`src/rtl/pipeline_hazard_ctrl.sv`:
```
// ============================================================================
// pipeline_hazard_ctrl : stall/flush sequencer for the 5-stage RV32 pipeline.
// Optional performance counters: define PIPE_PERF_CTR_EN.   Rev 1.0
// ============================================================================
`default_nettype none

module pipeline_hazard_ctrl #(
   parameter int REG_ADDR_W = 5
`ifdef PIPE_PERF_CTR_EN
   ,
   parameter int CNT_W      = 32
`endif
) (
   input  logic                  clk,
   input  logic                  reset,
   input  logic [REG_ADDR_W-1:0] id_rs1,
   input  logic [REG_ADDR_W-1:0] id_rs2,
   input  logic                  id_use_rs1,
   input  logic                  id_use_rs2,
   input  logic [REG_ADDR_W-1:0] ex_rd,
   input  logic                  ex_mem_read,
   input  logic                  ex_branch_taken,
   input  logic                  imem_ready,
   input  logic                  dmem_busy,
   output logic                  pc_write,
   output logic                  pc_sel_redirect,
   output logic                  ifid_write,
   output logic                  ifid_flush,
   output logic                  idex_write,
   output logic                  idex_flush,
   output logic                  exmem_write,
   output logic [1:0]            ctrl_state
`ifdef PIPE_PERF_CTR_EN
   ,
   output logic [CNT_W-1:0]      stall_cycles,
   output logic [CNT_W-1:0]      flush_events
`endif
);

   typedef enum logic [1:0] {
      RUN        = 2'd0,
      FETCH_WAIT = 2'd1,
      REDIRECT   = 2'd2,
      MEM_WAIT   = 2'd3
   } state_t;

   state_t r_state;
   state_t w_next;
   logic   w_load_use;

   assign w_load_use = ex_mem_read && (ex_rd != '0) &&
                       ((id_use_rs1 && (id_rs1 == ex_rd)) ||
                        (id_use_rs2 && (id_rs2 == ex_rd)));

   assign ctrl_state = r_state;

   always_comb begin
      pc_write        = 1'b1;
      pc_sel_redirect = 1'b0;
      ifid_write      = 1'b1;
      ifid_flush      = 1'b0;
      idex_write      = 1'b1;
      idex_flush      = 1'b0;
      exmem_write     = 1'b1;
      w_next          = RUN;

      if (!reset) begin
         pc_write    = 1'b0;
         ifid_write  = 1'b0;
         idex_write  = 1'b0;
         exmem_write = 1'b0;
         ifid_flush  = 1'b1;
         idex_flush  = 1'b1;
         w_next      = RUN;
      end else if (dmem_busy) begin
         pc_write    = 1'b0;
         ifid_write  = 1'b0;
         idex_write  = 1'b0;
         exmem_write = 1'b0;
         w_next      = MEM_WAIT;
      end else if (r_state == REDIRECT) begin
         // EX holds a bubble here, so branch and load-use cannot be live
         pc_write   = 1'b0;
         ifid_flush = 1'b1;
         w_next     = imem_ready ? RUN : REDIRECT;
      end else if (ex_branch_taken) begin
         pc_sel_redirect = 1'b1;
         ifid_flush      = 1'b1;
         idex_flush      = 1'b1;
         w_next          = imem_ready ? RUN : REDIRECT;
      end else if (w_load_use) begin
         pc_write   = 1'b0;
         ifid_write = 1'b0;
         idex_flush = 1'b1;
         w_next     = RUN;
      end else if (!imem_ready) begin
         pc_write   = 1'b0;
         ifid_flush = 1'b1;
         w_next     = FETCH_WAIT;
      end
   end

   always_ff @(posedge clk) begin
      if (!reset) begin
         r_state <= RUN;
      end else begin
         r_state <= w_next;
      end
   end

`ifdef PIPE_PERF_CTR_EN
   always_ff @(posedge clk) begin
      if (!reset) begin
         stall_cycles <= '0;
         flush_events <= '0;
      end else begin
         if (!pc_write && (stall_cycles != '1)) begin
            stall_cycles <= stall_cycles + 1'b1;
         end
         if (pc_sel_redirect && (flush_events != '1)) begin
            flush_events <= flush_events + 1'b1;
         end
      end
   end
`endif

endmodule

`default_nettype wire

```
`config.mk`:
```
export PLATFORM = sky130hd
export DESIGN_NAME = pipeline_hazard_ctrl
export DESIGN_NICKNAME = d
export VERILOG_FILES = /design/src/rtl/pipeline_hazard_ctrl.sv
export SDC_FILE = /design/constraint.sdc
export NUM_CORES = 1
export LEC_CHECK = 0
export CAP_MARGIN = 20
export CORE_AREA = 2 2 39 41
export DETAILED_ROUTE_END_ITERATION = 6
export DIE_AREA = 0 0 41 43
export PLACE_DENSITY_LB_ADDON = 0.25
export REMOVE_ABC_BUFFERS = 1
export SETUP_SLACK_MARGIN = 0.2
export SYNTH_ARGS = -nofsm -noshare
export SYNTH_HDL_FRONTEND = slang
export SYNTH_SLANG_ARGS = --single-unit
```
`constraint.sdc`:
```
create_clock -name clk -period 4.6 [get_ports clk]
set_clock_uncertainty 0.2 [all_clocks]
set_input_delay 0.46 -clock clk [delete_from_list [all_inputs] [get_ports clk]]
set_output_delay 0.46 -clock clk [all_outputs]
set_load 0.01 [all_outputs]
```
# == Word-level counts from Yosys, hierarchy flattened ==
# Index checks and enable logic that the tools add are counted.
# word_totals
regBits,2
input_bits,23
# op_classes
reduce_logical,6
n_eq_ne,3
mux,34
# op_table
op,count
1-bit 2-to-1 mux,30
5-bit == test,2
2-bit 2-to-1 mux,4
5-bit nonzero test,1
1-bit logical AND,4
"2-bit == test, second input constant",1
1-bit logical OR,1

# == Depth between registers and ports, before layout ==
# depth
word_depth,9
mapped_depth,4
ltp_nobuf,4

# == Worst setup path before layout ==
# No wires, ideal clock.
# synth_path
kind,input to output
start,input port ex_rd[3]
end,output port ifid_write
arrival_ps,1464
cell_stages,3
required_time_ps,3940
n_path_buf,0
slack_ps,2476
cell_sequence,or4_4 o21a_1 a31oi_1
# synth_between
elab_chain_cells,9
elab_cells_between_ends,13
classes_between,2 x eq/ne; 5 x mux; 6 x reduce/logical
# synth_rtl
element,line_no,text
start: declaration,20,"input logic [REG_ADDR_W-1:0] ex_rd,"
5-bit == test (on tied branches),"52, 53",
1-bit logical AND (on tied branches),"52, 53",
1-bit logical OR,52,((id_use_rs1 && (id_rs1 == ex_rd)) ||
1-bit logical AND *,51,assign w_load_use = ex_mem_read && (ex_rd != '0) &&
1-bit 2-to-1 mux *,91,end else if (w_load_use) begin
1-bit 2-to-1 mux *,86,end else if (ex_branch_taken) begin
1-bit 2-to-1 mux *,81,end else if (r_state == REDIRECT) begin
1-bit 2-to-1 mux *,75,end else if (dmem_busy) begin
1-bit 2-to-1 mux *,67,if (!reset) begin
end: declaration,27,"output logic ifid_write,"
# Every way passes the cells marked *; elsewhere a longest branch is shown, timed or not.

# == Worst setup path after layout ==
# layout_path
start,input port ex_rd[2]
end,output port idex_flush
# layout_between
elab_chain_cells,9
elab_cells_between_ends,13
classes_between,2 x eq/ne; 5 x mux; 6 x reduce/logical
# layout_rtl
element,line_no,text
5-bit == test (on tied branches),"52, 53",
1-bit logical AND (on tied branches),"52, 53",
1-bit logical OR,52,
1-bit logical AND *,51,
1-bit 2-to-1 mux *,91,
1-bit 2-to-1 mux *,86,
1-bit 2-to-1 mux *,81,
1-bit 2-to-1 mux *,75,
1-bit 2-to-1 mux *,67,
end: declaration,30,"output logic idex_flush,"
# Marks and branches as above.

==> impl_metrics.ini <==
[outcome]
status = complete, no violations

[clock_tree]
path_clk_slew_ns = 0.03
cts_resized = 0
cts.sinks = 2
clockBufferDepth = 2
clk_latency_ns = 0.22
clockRootBuffer = clkbuf_4
cts_buffers = 3
cts_tree = yes
htreeDepth = 1
postCtsSetupBuffers = 0
ctsHoldBuffers = 0

[yosys]
syn_area_sq_um = 333
ys_top_cells_by_count = 10 x xnor2_1, 3 x nor2_1
synth_top_area_share = 0.263
yosysSeqAreaShare = 0.120
yosysWarningCount = 0
synthArstFlopShare = 0
synth_edf_count = 0
synth_area_per_cell_sq_um = 7.92
synth_area_leader_cell = xnor2_1
synthTopCellsByArea = xnor2_1 26%, dfxtp_1 12%, a41oi_2 4.9%, o21a_1 4.5%, a31oi_1 3.8%
ys_seq_elements = 2
yosysMostFrequentCell = xnor2_1
synthCells = 42
ys.flop_type = dfxtp_1
synth.distinct_cells = 25

[power_and_ir_drop]
leakage_nw = 0.241
ir_drop_uv = 75.4
powerDensity_mw_per_mm2 = 171

[floorplanning]
core_area_sq_mm = 0.00138
die_x_microns = 41
start_util = 0.241
ios = 32
die-area_sq_mm = 0.00176
die_h_microns = 43
placementRows = 14

[worst_setup_path]
crit_type = input port to primary output
cpPeakStageDelay_ns = 0.60
crit_path_start = ex_rd[2]
r2r_slack_ns = 3.09
endpoint = idex_flush
endpoint_kind = primary output
worstSetupStartpointType = input port
r2r-end = ctrl_state[0]
r2r-start = ctrl_state[0]
crit_arrival_ns = 2.48
crit_fanout = 4
path_cells = clkdlybuf4s50_1, xnor2_1, nand4_1, o22a_1, o41ai_1, clkdlybuf4s50_1
required_ns = 3.94
ff2ff_path_depth = 4
cpMaxStageDelayCell = clkdlybuf4s50_1
cp_common_cell = clkdlybuf4s50_1

[timing]
period_minus_slack_ns = 3.14
rsz0062_at_grt = false
finalMaxSlewViolations = 0
relSlewSlack = 0.759
setup_violations = 0
hold_violations = 0
post-route-period-util = 0.682
tightest_slew_ns = 0.361
tns_ns = 0
clock.fmax_ghz = 0.319

[global_route]
grt_pass1_wl_microns = 1570
antenna_found_initial = 0
grt_overflow_total = 0
grt_pass1_vias = 417
track_usage = 0.124
grt_max_degree = 8

[final_layout]
drive_above_1_share = 0.107
final_cells = 91
fill_cells = 153
area_delta_synth_final_pct = 104
diodes = 0
nNetsFinal = 100
largest_register_ffs = 2

[routing]
num_vias = 434
drtIter0Drc = 3
via_per_inst = 4.77
drt_pass1_iterations = 4
final_antenna_net_count = 0
drc = 0
routedWlPerCell_microns = 10.4
wl_microns = 943

[place]
dp_hpwl_microns = 832
gp_congestion = 0.709
dp.cells = 88
portBuffers = 31

[run]
maxCapViolations = 0

[hold_path]
min_path_type = flop to flop
## cell usage in the layout, fill, tap and decap left out, types with 2 or more instances in the layout
cell / count
clkdlybuf4s50_1: 31
xnor2_1: 10
nor2_1: 3
clkbuf_4: 3
inv_1: 2
nand4_1: 2
nand2_1: 2
o21a_1: 2
a31oi_1: 2
dfxtp_1: 2
## critical path, delay by kind of cell
kind	cells	cell delay, ns
AO/OA/AOI/OAI	2	0.58
XOR/XNOR	1	0.15
buffers and inverters	2	1.17
AND/OR/NAND/NOR	1	0.13
## through the flow
stage / cell area (sq um) / power [mW] / util / setup WS, ns / hold slack [ns]
after floorplan: 325 / 0.0434 / - / 2.48 / 0.377
after global placement: 656 / 0.0785 / 0.474 / 1.39 / 0.665
after detailed placement: 656 / 0.0787 / 0.474 / 1.46 / 0.671
after CTS: 678 / 0.118 / 0.490 / 1.45 / 0.673
after global routing: 678 / 0.124 / 0.490 / 1.31 / 0.761
final: 678 / 0.116 / 0.490 / 1.46 / 0.660
## layer usage
layer / routed length, microns / global-route usage / share of wire / vias up
met5: 0 / 0 / 0 / -
met4: 0 / 0.0400 / 0 / 0
met3: 95 / 0.0314 / 0.10 / 0
met2: 508 / 0.228 / 0.54 / 18
met1: 339 / 0.125 / 0.36 / 191
li1: - / - / - / 225
## kinds of logic after synthesis
logic type | synth area share
AO/OA/AOI/OAI | 0.331
flip-flops | 0.120
XOR/XNOR | 0.263
AND/OR/NAND/NOR | 0.241
buffers and inverters | 0.0451
## power breakdown
part           switching, mW  internal (mW)  total, mW
sequential          0.000517         0.0189     0.0195
combinational         0.0212         0.0372     0.0584
clock                0.00949         0.0288     0.0383
total                 0.0312         0.0849      0.116
## worst min path at each step
stage,start,endpoint,slack [ns],cells after the start
2_1_floorplan,reset,ctrl_state[1],0.38,1
3_3_place_gp,ctrl_state[1],ctrl_state[1],0.67,4
3_5_place_dp,ctrl_state[1],ctrl_state[1],0.67,4
4_1_cts,ctrl_state[1],ctrl_state[1],0.67,4
5_1_grt,ctrl_state[1],ctrl_state[1],0.76,4
6_report,ctrl_state[1],ctrl_state[1],0.66,4
## layout make-up
class	count	area (sq um)	area share
sequential	2	40.0	0.0590
multi-input combinational	37	278	0.410
timing repair buffer	31	310	0.458
tap	16	20.0	0.0295
inverter	2	7.51	0.0111
clock buffer	3	22.5	0.0332
Note: power is estimated with default switching activity, not from simulation.
